`src/rtl/dram_refresh_arbiter.sv`:
```
// FastRAM DRAM sequencer: arbitrates CPU accesses against CAS-before-RAS refresh
// and drives RAS/CAS/WE plus the row/column mux select from registered outputs.
module dram_refresh_arbiter #(
  parameter int unsigned REFRESH_INTERVAL = 110,
  parameter int unsigned MAX_PENDING      = 4,
  parameter int unsigned T_RCD            = 1,
  parameter int unsigned T_RAS_REF        = 2,
  parameter int unsigned T_RP             = 2
) (
  input  logic                             CLK,
  input  logic                             RESET,
  input  logic                             cpu_req,
  input  logic                             cpu_rwn,
  input  logic                             cpu_ube,
  input  logic                             cpu_lbe,
  output logic                             cpu_ack,
  output logic                             RASn,
  output logic                             UCASn,
  output logic                             LCASn,
  output logic                             MEMWn,
  output logic                             row_sel,
  output logic                             refresh_busy,
  output logic [$clog2(MAX_PENDING+1)-1:0] pending_count,
  output logic                             refresh_overrun
);

  localparam int unsigned CntW   = $clog2(MAX_PENDING + 1);
  localparam int unsigned TimerW = (REFRESH_INTERVAL > 1) ? $clog2(REFRESH_INTERVAL) : 1;
  localparam int unsigned MaxT   = (T_RCD > T_RAS_REF) ? ((T_RCD > T_RP) ? T_RCD : T_RP)
                                                       : ((T_RAS_REF > T_RP) ? T_RAS_REF : T_RP);
  localparam int unsigned PhaseW = $clog2(MaxT + 1);

  localparam logic [TimerW-1:0] TimerReload = TimerW'(REFRESH_INTERVAL - 1);
  localparam logic [CntW-1:0]   PendMax     = CntW'(MAX_PENDING);
  localparam logic [PhaseW-1:0] RcdLoad     = PhaseW'(T_RCD - 1);
  localparam logic [PhaseW-1:0] RasRefLoad  = PhaseW'(T_RAS_REF - 1);
  localparam logic [PhaseW-1:0] RpLoad      = PhaseW'(T_RP - 1);

  typedef enum logic [2:0] {
    StIdle,
    StAccRas,
    StAccCas,
    StRefCas,
    StRefRas,
    StPrecharge
  } state_e;

  state_e              state_q, state_d;
  logic [PhaseW-1:0]   phase_q, phase_d;
  logic [TimerW-1:0]   timer_q;
  logic                tick;
  logic                ref_start;
  logic                ack_d, ras_n_d, ucas_n_d, lcas_n_d, memw_n_d, row_sel_d, busy_d;
  logic [CntW-1:0]     pending_d;
  logic                overrun_d;

  assign tick      = (timer_q == '0);
  assign ref_start = (state_q == StIdle) && (state_d == StRefCas);

  // Phase counter holds remaining clocks minus one; reloaded on every timed state entry.
  always_comb begin
    state_d = state_q;
    phase_d = phase_q;
    unique case (state_q)
      StIdle: begin
        if (pending_count == PendMax) begin
          state_d = StRefCas;
        end else if (cpu_req) begin
          state_d = StAccRas;
          phase_d = RcdLoad;
        end else if (pending_count != '0) begin
          state_d = StRefCas;
        end
      end
      StAccRas: begin
        if (!cpu_req) begin
          state_d = StPrecharge;
          phase_d = RpLoad;
        end else if (phase_q == '0) begin
          state_d = StAccCas;
        end else begin
          phase_d = phase_q - PhaseW'(1);
        end
      end
      StAccCas: begin
        if (!cpu_req) begin
          state_d = StPrecharge;
          phase_d = RpLoad;
        end
      end
      StRefCas: begin
        state_d = StRefRas;
        phase_d = RasRefLoad;
      end
      StRefRas: begin
        if (phase_q == '0) begin
          state_d = StPrecharge;
          phase_d = RpLoad;
        end else begin
          phase_d = phase_q - PhaseW'(1);
        end
      end
      StPrecharge: begin
        if (phase_q == '0) begin
          state_d = StIdle;
        end else begin
          phase_d = phase_q - PhaseW'(1);
        end
      end
      default: state_d = StIdle;
    endcase
  end

  // Strobes are decoded from the next state so each pin changes on the transition edge.
  always_comb begin
    ack_d     = 1'b0;
    ras_n_d   = 1'b1;
    ucas_n_d  = 1'b1;
    lcas_n_d  = 1'b1;
    memw_n_d  = 1'b1;
    row_sel_d = 1'b1;
    busy_d    = 1'b0;
    unique case (state_d)
      StAccRas: ras_n_d = 1'b0;
      StAccCas: begin
        ras_n_d   = 1'b0;
        row_sel_d = 1'b0;
        ack_d     = 1'b1;
        ucas_n_d  = ~cpu_ube;
        lcas_n_d  = ~cpu_lbe;
        memw_n_d  = cpu_rwn;
      end
      StRefCas: begin
        ucas_n_d = 1'b0;
        lcas_n_d = 1'b0;
        busy_d   = 1'b1;
      end
      StRefRas: begin
        ras_n_d  = 1'b0;
        ucas_n_d = 1'b0;
        lcas_n_d = 1'b0;
        busy_d   = 1'b1;
      end
      default: ;
    endcase
  end

  // A tick and a refresh start on the same edge cancel; a tick into a full queue is lost.
  always_comb begin
    pending_d = pending_count;
    overrun_d = refresh_overrun;
    if (tick && !ref_start) begin
      if (pending_count == PendMax) begin
        overrun_d = 1'b1;
      end else begin
        pending_d = pending_count + CntW'(1);
      end
    end else if (!tick && ref_start) begin
      pending_d = pending_count - CntW'(1);
    end
  end

  always_ff @(posedge CLK) begin
    if (RESET) begin
      state_q         <= StIdle;
      phase_q         <= '0;
      timer_q         <= TimerReload;
      pending_count   <= '0;
      refresh_overrun <= 1'b0;
      cpu_ack         <= 1'b0;
      RASn            <= 1'b1;
      UCASn           <= 1'b1;
      LCASn           <= 1'b1;
      MEMWn           <= 1'b1;
      row_sel         <= 1'b1;
      refresh_busy    <= 1'b0;
    end else begin
      state_q         <= state_d;
      phase_q         <= phase_d;
      timer_q         <= tick ? TimerReload : timer_q - TimerW'(1);
      pending_count   <= pending_d;
      refresh_overrun <= overrun_d;
      cpu_ack         <= ack_d;
      RASn            <= ras_n_d;
      UCASn           <= ucas_n_d;
      LCASn           <= lcas_n_d;
      MEMWn           <= memw_n_d;
      row_sel         <= row_sel_d;
      refresh_busy    <= busy_d;
    end
  end

endmodule

```
`config.mk`:
```
export PLATFORM = sky130hd
export DESIGN_NAME = dram_refresh_arbiter
export DESIGN_NICKNAME = d
export VERILOG_FILES = /design/src/rtl/dram_refresh_arbiter.sv
export SDC_FILE = /design/constraint.sdc
export NUM_CORES = 1
export LEC_CHECK = 0
export CORE_UTILIZATION = 49
export CTS_BUF_LIST = sky130_fd_sc_hd__clkbuf_8
export DETAILED_ROUTE_END_ITERATION = 8
export PLACE_DENSITY = 0.73
export SYNTH_ARGS = -nofsm -noshare
export SYNTH_HDL_FRONTEND = slang
export SYNTH_SLANG_ARGS = --single-unit
export TNS_END_PERCENT = 10
```
`constraint.sdc`:
```
create_clock -name CLK -period 1.85 [get_ports CLK]
set_input_delay 0.185 -clock CLK [delete_from_list [all_inputs] [get_ports CLK]]
set_output_delay 0.185 -clock CLK [all_outputs]
set_load 0.01 [all_outputs]
```
Word-level counts from Yosys, hierarchy flattened --
Cells that the tools add are included.
Storage, ports and cells: register bits after elaboration 23, logic and storage cells 76
Operators by class: bitwise operators 3, add/subtract/negate cells 4, mux-type cells 25, reduce and logical (&&, ||, !) cells 18, eq/ne operators 14
Operators with widths (count):
- $mux 3 | 11
- $pmux 3 s6 | 1
- $eq 3x2->1 const B | 4
- $eq 3x3->1 const B | 4
- $mux 2 | 6
- $pmux 2 s6 | 1
- $ne 2x2->1 const B | 4
- $logic_not 7->1 | 1
- $sub 7x1->7 const B | 1
- $eq 3x1->1 const B | 2
- $reduce_bool 6->1 | 1
- $reduce_or 2->1 | 3
- $mux 1 | 4
- $pmux 1 s2 | 2
- $reduce_and 2->1 | 2
- $reduce_and 4->1 | 1
- $add 3x1->3 const B | 1
- $logic_and 1x1->1 | 3
- $logic_not 3->1 | 1
- $not 1->1 | 3
- $reduce_bool 3->1 | 1
- $reduce_or 3->1 | 1
- $sub 3x1->3 const B | 1
- $logic_not 1->1 | 2
- 3 further kinds | 3

Depth between registers and ports, before layout --
word-level depth 11, mapped depth 9, mapped depth without buffers 8

Worst setup path after synthesis --
Ideal clock, no wire load.
path kind register to register, start reg timer_q[2], end reg pending_count[2], required time 1.729 ns, cell stages (with the launch flop) 9, buffers on the path 1, arrival 1.908 ns, clock period less this slack 2.029 ns, setup slack -0.179 ns, cell sequence dfxtp_1 > nor4_1 > and3b_1 > buf_2 > nand2_1 > fa_1 > nor3_1 > a21oi_1 > mux2_2
Between the ends: longest elaborated chain between the ends 5, elaborated cells between the ends (all ways) 8
Ends and longest elaborated chain:
- start: declaration | RTL line 50 | logic [TimerW-1:0] timer_q;
- start signal: assignment | RTL line 167 | timer_q <= TimerReload;
- start signal: assignment | RTL line 180 | timer_q <= tick ? TimerReload : timer_q - TimerW'(1);
- $logic_not 7->1 (*) | RTL line 57 | assign tick = (timer_q == '0);
- $logic_not 1->1 | RTL line 158 | end else if (!tick && ref_start) begin
- $logic_and 1x1->1 | RTL line 158
- $reduce_bool 2->1 (no source line)
- $reduce_and 2->1 (no source line)
- end signal: assignment | RTL line 181 | pending_count <= pending_d;
- end: declaration | RTL line 23 | output logic [$clog2(MAX_PENDING+1)-1:0] pending_count,
Mark *: on every way between the ends. The rest lies on a longest branch, timed or not. A chain may end at the register's enable or synchronous reset.

Worst setup path after layout --
start reg phase_q[1], end reg MEMWn
Between the ends: longest elaborated chain between the ends 7, elaborated cells between the ends (all ways) 9
Ends and longest elaborated chain:
- start: declaration | RTL line 49 | logic [PhaseW-1:0] phase_q, phase_d;
- start signal: assignment | RTL line 179 | phase_q <= phase_d;
- $logic_not 2->1 (*) | RTL line 79, 96, 104
- $mux 3 | RTL line 79 | end else if (phase_q == '0) begin
- $mux 3 | RTL line 76 | if (!cpu_req) begin
- $pmux 3 s6 (*) | RTL line 64 | unique case (state_q)
- $eq 3x2->1 (*) | RTL line 123 | unique case (state_d)
- $not 1->1 (no source line) (*)
- $reduce_or 2->1 (no source line) (*)
- end signal: assignment | RTL line 187 | MEMWn <= memw_n_d;
- end: declaration | RTL line 20 | output logic MEMWn,
Marks and branches as above.

==> flow_metrics.py <==
metrics = {
    "status": {
        "status": "complete, but fails checks",
        "failed_checks": "setup timing",
    },
    "floorplanning": {
        "coreArea_um2": 2040,
        "die_area_um2": 2480,
        "io_pins": 17,
        "die_x_um": 49.8,
        "initial_utilization_pct": 54.7,
        "die_h_um": 49.8,
        "rows": 16,
    },
    "sta": {
        "rsz0062_at_grt": "yes",
        "finalClockSkew_ns": 0.00789,
        "fin_hold_ws_ns": 0.405,
        "hold_violations": 0,
        "worst_slack_ns": -0.0212,
        "finalWorstPathRequiredPeriod_ns": 1.87,
        "relSlewSlack_pct": 76.8,
        "fin_crit_sh_pct": 101,
        "slew_viol_final": 0,
        "tightest_slew_ns": 0.346,
        "setup_viol_count_final": 2,
        "max_freq_mhz": 534,
    },
    "min_path": {
        "hold_path_class": "flip-flop to flip-flop",
        "min_to": "timer_q[0]$_SDFF_PP1_",
        "hold_depth": 1,
        "min_from": "timer_q[0]$_SDFF_PP1_",
    },
    "critical_path": {
        "worstSetupEndpointType": "flip-flop",
        "r2r-start": "phase_q[1]$_SDFFE_PP0P_",
        "r2r-end": "MEMWn$_SDFF_PP1_",
        "critical_path_class": "flip-flop to flip-flop",
        "crit_chain": "or4b_4 -> a211oi_4 -> nor2_2 -> or3_4 -> or2_1",
        "crit_arrival_ns": 2.02,
        "critPathSlowestCell": "or4b_4",
        "critical-path-max-stage-delay_ns": 0.54,
        "r2r_slack_ns": -0.02,
        "cp-start-kind": "flip-flop",
        "path_buf_inv": 0,
        "path_max_fanout": 2,
        "critical_path.top_delay_family": "simple AND/OR/NAND/NOR gates",
        "reg2regPathDepth": 5,
        "worstPathRequired_ns": 2.00,
    },
    "routing": {
        "wl_per_cell_um": 12.1,
        "route.layer.met1.wl_um": 1110,
        "drc": 0,
        "via_per_inst": 5.26,
        "dr_wl_met2_um": 1080,
        "drtIter0Drc": 19,
        "routed_wl_um": 2300,
        "via_count": 1000,
        "top_layer_used": "met4",
        "route.met3.wl_um": 88,
        "antenna_left": 0,
        "firstDrtPassIters": 4,
    },
    "synthesis": {
        "syn_inst": 126,
        "yosysSeqAreaShare_pct": 41.2,
        "synth_cell_types": 45,
        "yosys-top-cells-area": "dfxtp_1, nand2_1, nor2_1",
        "synth_edf_count": 0,
        "syn-cell-area_um2": 1120,
        "synth_flop_cell": "dfxtp_1",
        "syn_avg_cell_area_um2": 8.87,
        "synth_common_cells": "dfxtp_1, nand2_1, nor2_1",
        "syn-num-nets": 135,
        "synth_top_area_share_pct": 41.2,
        "synthMostInstantiatedCell": "dfxtp_1",
        "ys_ff_latch": 23,
        "ys_warn_count": 0,
        "synth_top_area_cell": "dfxtp_1",
        "synthArstFlopShare_pct": 0,
    },
    "finish": {
        "n_antenna_cell": 0,
        "drive_above_1_share_pct": 28.2,
        "syn_to_final_growth_pct": 38.3,
        "final_nets": 173,
    },
    "placed_design": {
        "numPortBuffers": 16,
        "place_congestion": 0.832,
        "dp_hpwl_um": 1780,
    },
    "grt": {
        "antenna_found_initial": 0,
        "grt_usage_pct": 20.2,
        "grt_max_degree": 16,
        "grt.overflow.total": 0,
        "grt_pass1_vias": 947,
        "grt_pass1_wl_um": 3910,
    },
    "job": {
        "maxCapViolCount": 0,
    },
    "clock_network": {
        "cts_tree": "built",
        "cts_num_sinks": 23,
        "cts_buffers": 3,
        "root_buffer": "clkbuf_8",
        "cts_buffer_depth": 2,
        "htreeDepth": 1,
        "clk_pin_slew_worst_paths_ns": 0.08,
        "cts_hold_buf": 0,
        "clk_latency_ns": 0.26,
    },
    "pwr": {
        "total_power_uw": 1110,
        "power_density_nw_per_um2": 719,
        "vdd_drop_max_mv": 0.439,
        "p_leak_uw": 0.000622,
    },
}
==> kinds of logic (layout without fill, tap and decap cells) <==
family	Yosys count	after routing	synth area share, %
flip-flops	23	23	41.2
adder cells (fa/ha/maj)	3	3	4.03
XOR/XNOR	6	6	4.70
AND/OR/NAND/NOR	50	50	24.8
AO/OA/AOI/OAI	29	29	18.5
multiplexers	2	2	1.90
buffers and inverters	13	50	4.93
==> how the worst max path moves through the flow <==
stage / endpoint / depth (start not counted) / startpoint / slack [ns]
after floorplan: pending_count[2]$_SDFFE_PP0P_ / 7 / timer_q[4]$_SDFF_PP0_ / -0.06
after global placement: pending_count[2]$_SDFFE_PP0P_ / 7 / cpu_req / -0.05
after detailed placement: pending_count[2]$_SDFFE_PP0P_ / 7 / cpu_req / -0.13
after CTS: pending_count[2]$_SDFFE_PP0P_ / 6 / timer_q[2]$_SDFF_PP1_ / -0.05
after global routing: MEMWn$_SDFF_PP1_ / 5 / phase_q[1]$_SDFFE_PP0P_ / -0.09
final: MEMWn$_SDFF_PP1_ / 5 / phase_q[1]$_SDFFE_PP0P_ / -0.02
==> state kept, by name, summed over array words and instances (netlist names) <==
name             cells
pending_count        3
timer_q              7
MEMWn                1
refresh_busy         1
cpu_ack              1
row_sel              1
refresh_overrun      1
RASn                 1
phase_q              2
state_q              3
LCASn                1
UCASn                1
==> power by group <==
| part | leakage, µW | total, µW | internal [µW] | switching [µW] |
|---|---|---|---|---|
| registers | 0.000188 | 543 | 527 | 15.5 |
| logic | 0.000408 | 264 | 138 | 126 |
| clock network | 0.0000255 | 305 | 150 | 155 |
==> metal layers <==
metal	track usage, %	up-vias
met5	0	-
met4	5.71	0
met3	2.16	2
met2	34.5	27
met1	26.7	458
li1	-	513
==> placed cells by master (no fill, tap or decap), types with 5 or more instances in the layout <==
cell type	synthesis	final
inv_1	7	7
o21ai_0	5	5
nor2_1	10	10
nor3_1	7	6
a21oi_1	7	6
dfxtp_1	23	19
clkdlybuf4s50_1	0	16
nand2_1	10	9
buf_4	1	23
==> final cells by class <==
class	count	area, µm²
multi-input cells	90	641
fillers	163	497
flip-flops and latches	23	465
repair buffers	39	333
clock buffers	3	41.3
well taps	27	33.8
inverters	7	26.3
clock inverters	1	5.00
==> through the flow <==
step / setup WS [ns] / cell area, µm² / util, % / std cells / setup TNS [ns]
final: -0.0212 / 1550 / 75.7 / 190 / -0.0280
after global routing: -0.0875 / 1550 / 75.7 / 190 / -0.184
after CTS: -0.0470 / 1540 / 75.2 / 189 / -0.0700
after detailed placement: -0.127 / 1470 / 71.9 / 185 / -0.159
after global placement: -0.0506 / 1470 / 71.9 / 185 / -0.0586
after floorplan: -0.0626 / 1140 / - / 126 / -0.0783
==> timing repair <==
item | 4_1_cts | 5_1_grt
setup buffers | 0 | 1
endpoints found under the setup margin | 2 | 4
pin swaps | 4 | 3
gates resized for setup | 5 | 2
Note: power is estimated with default switching activity, not from simulation.
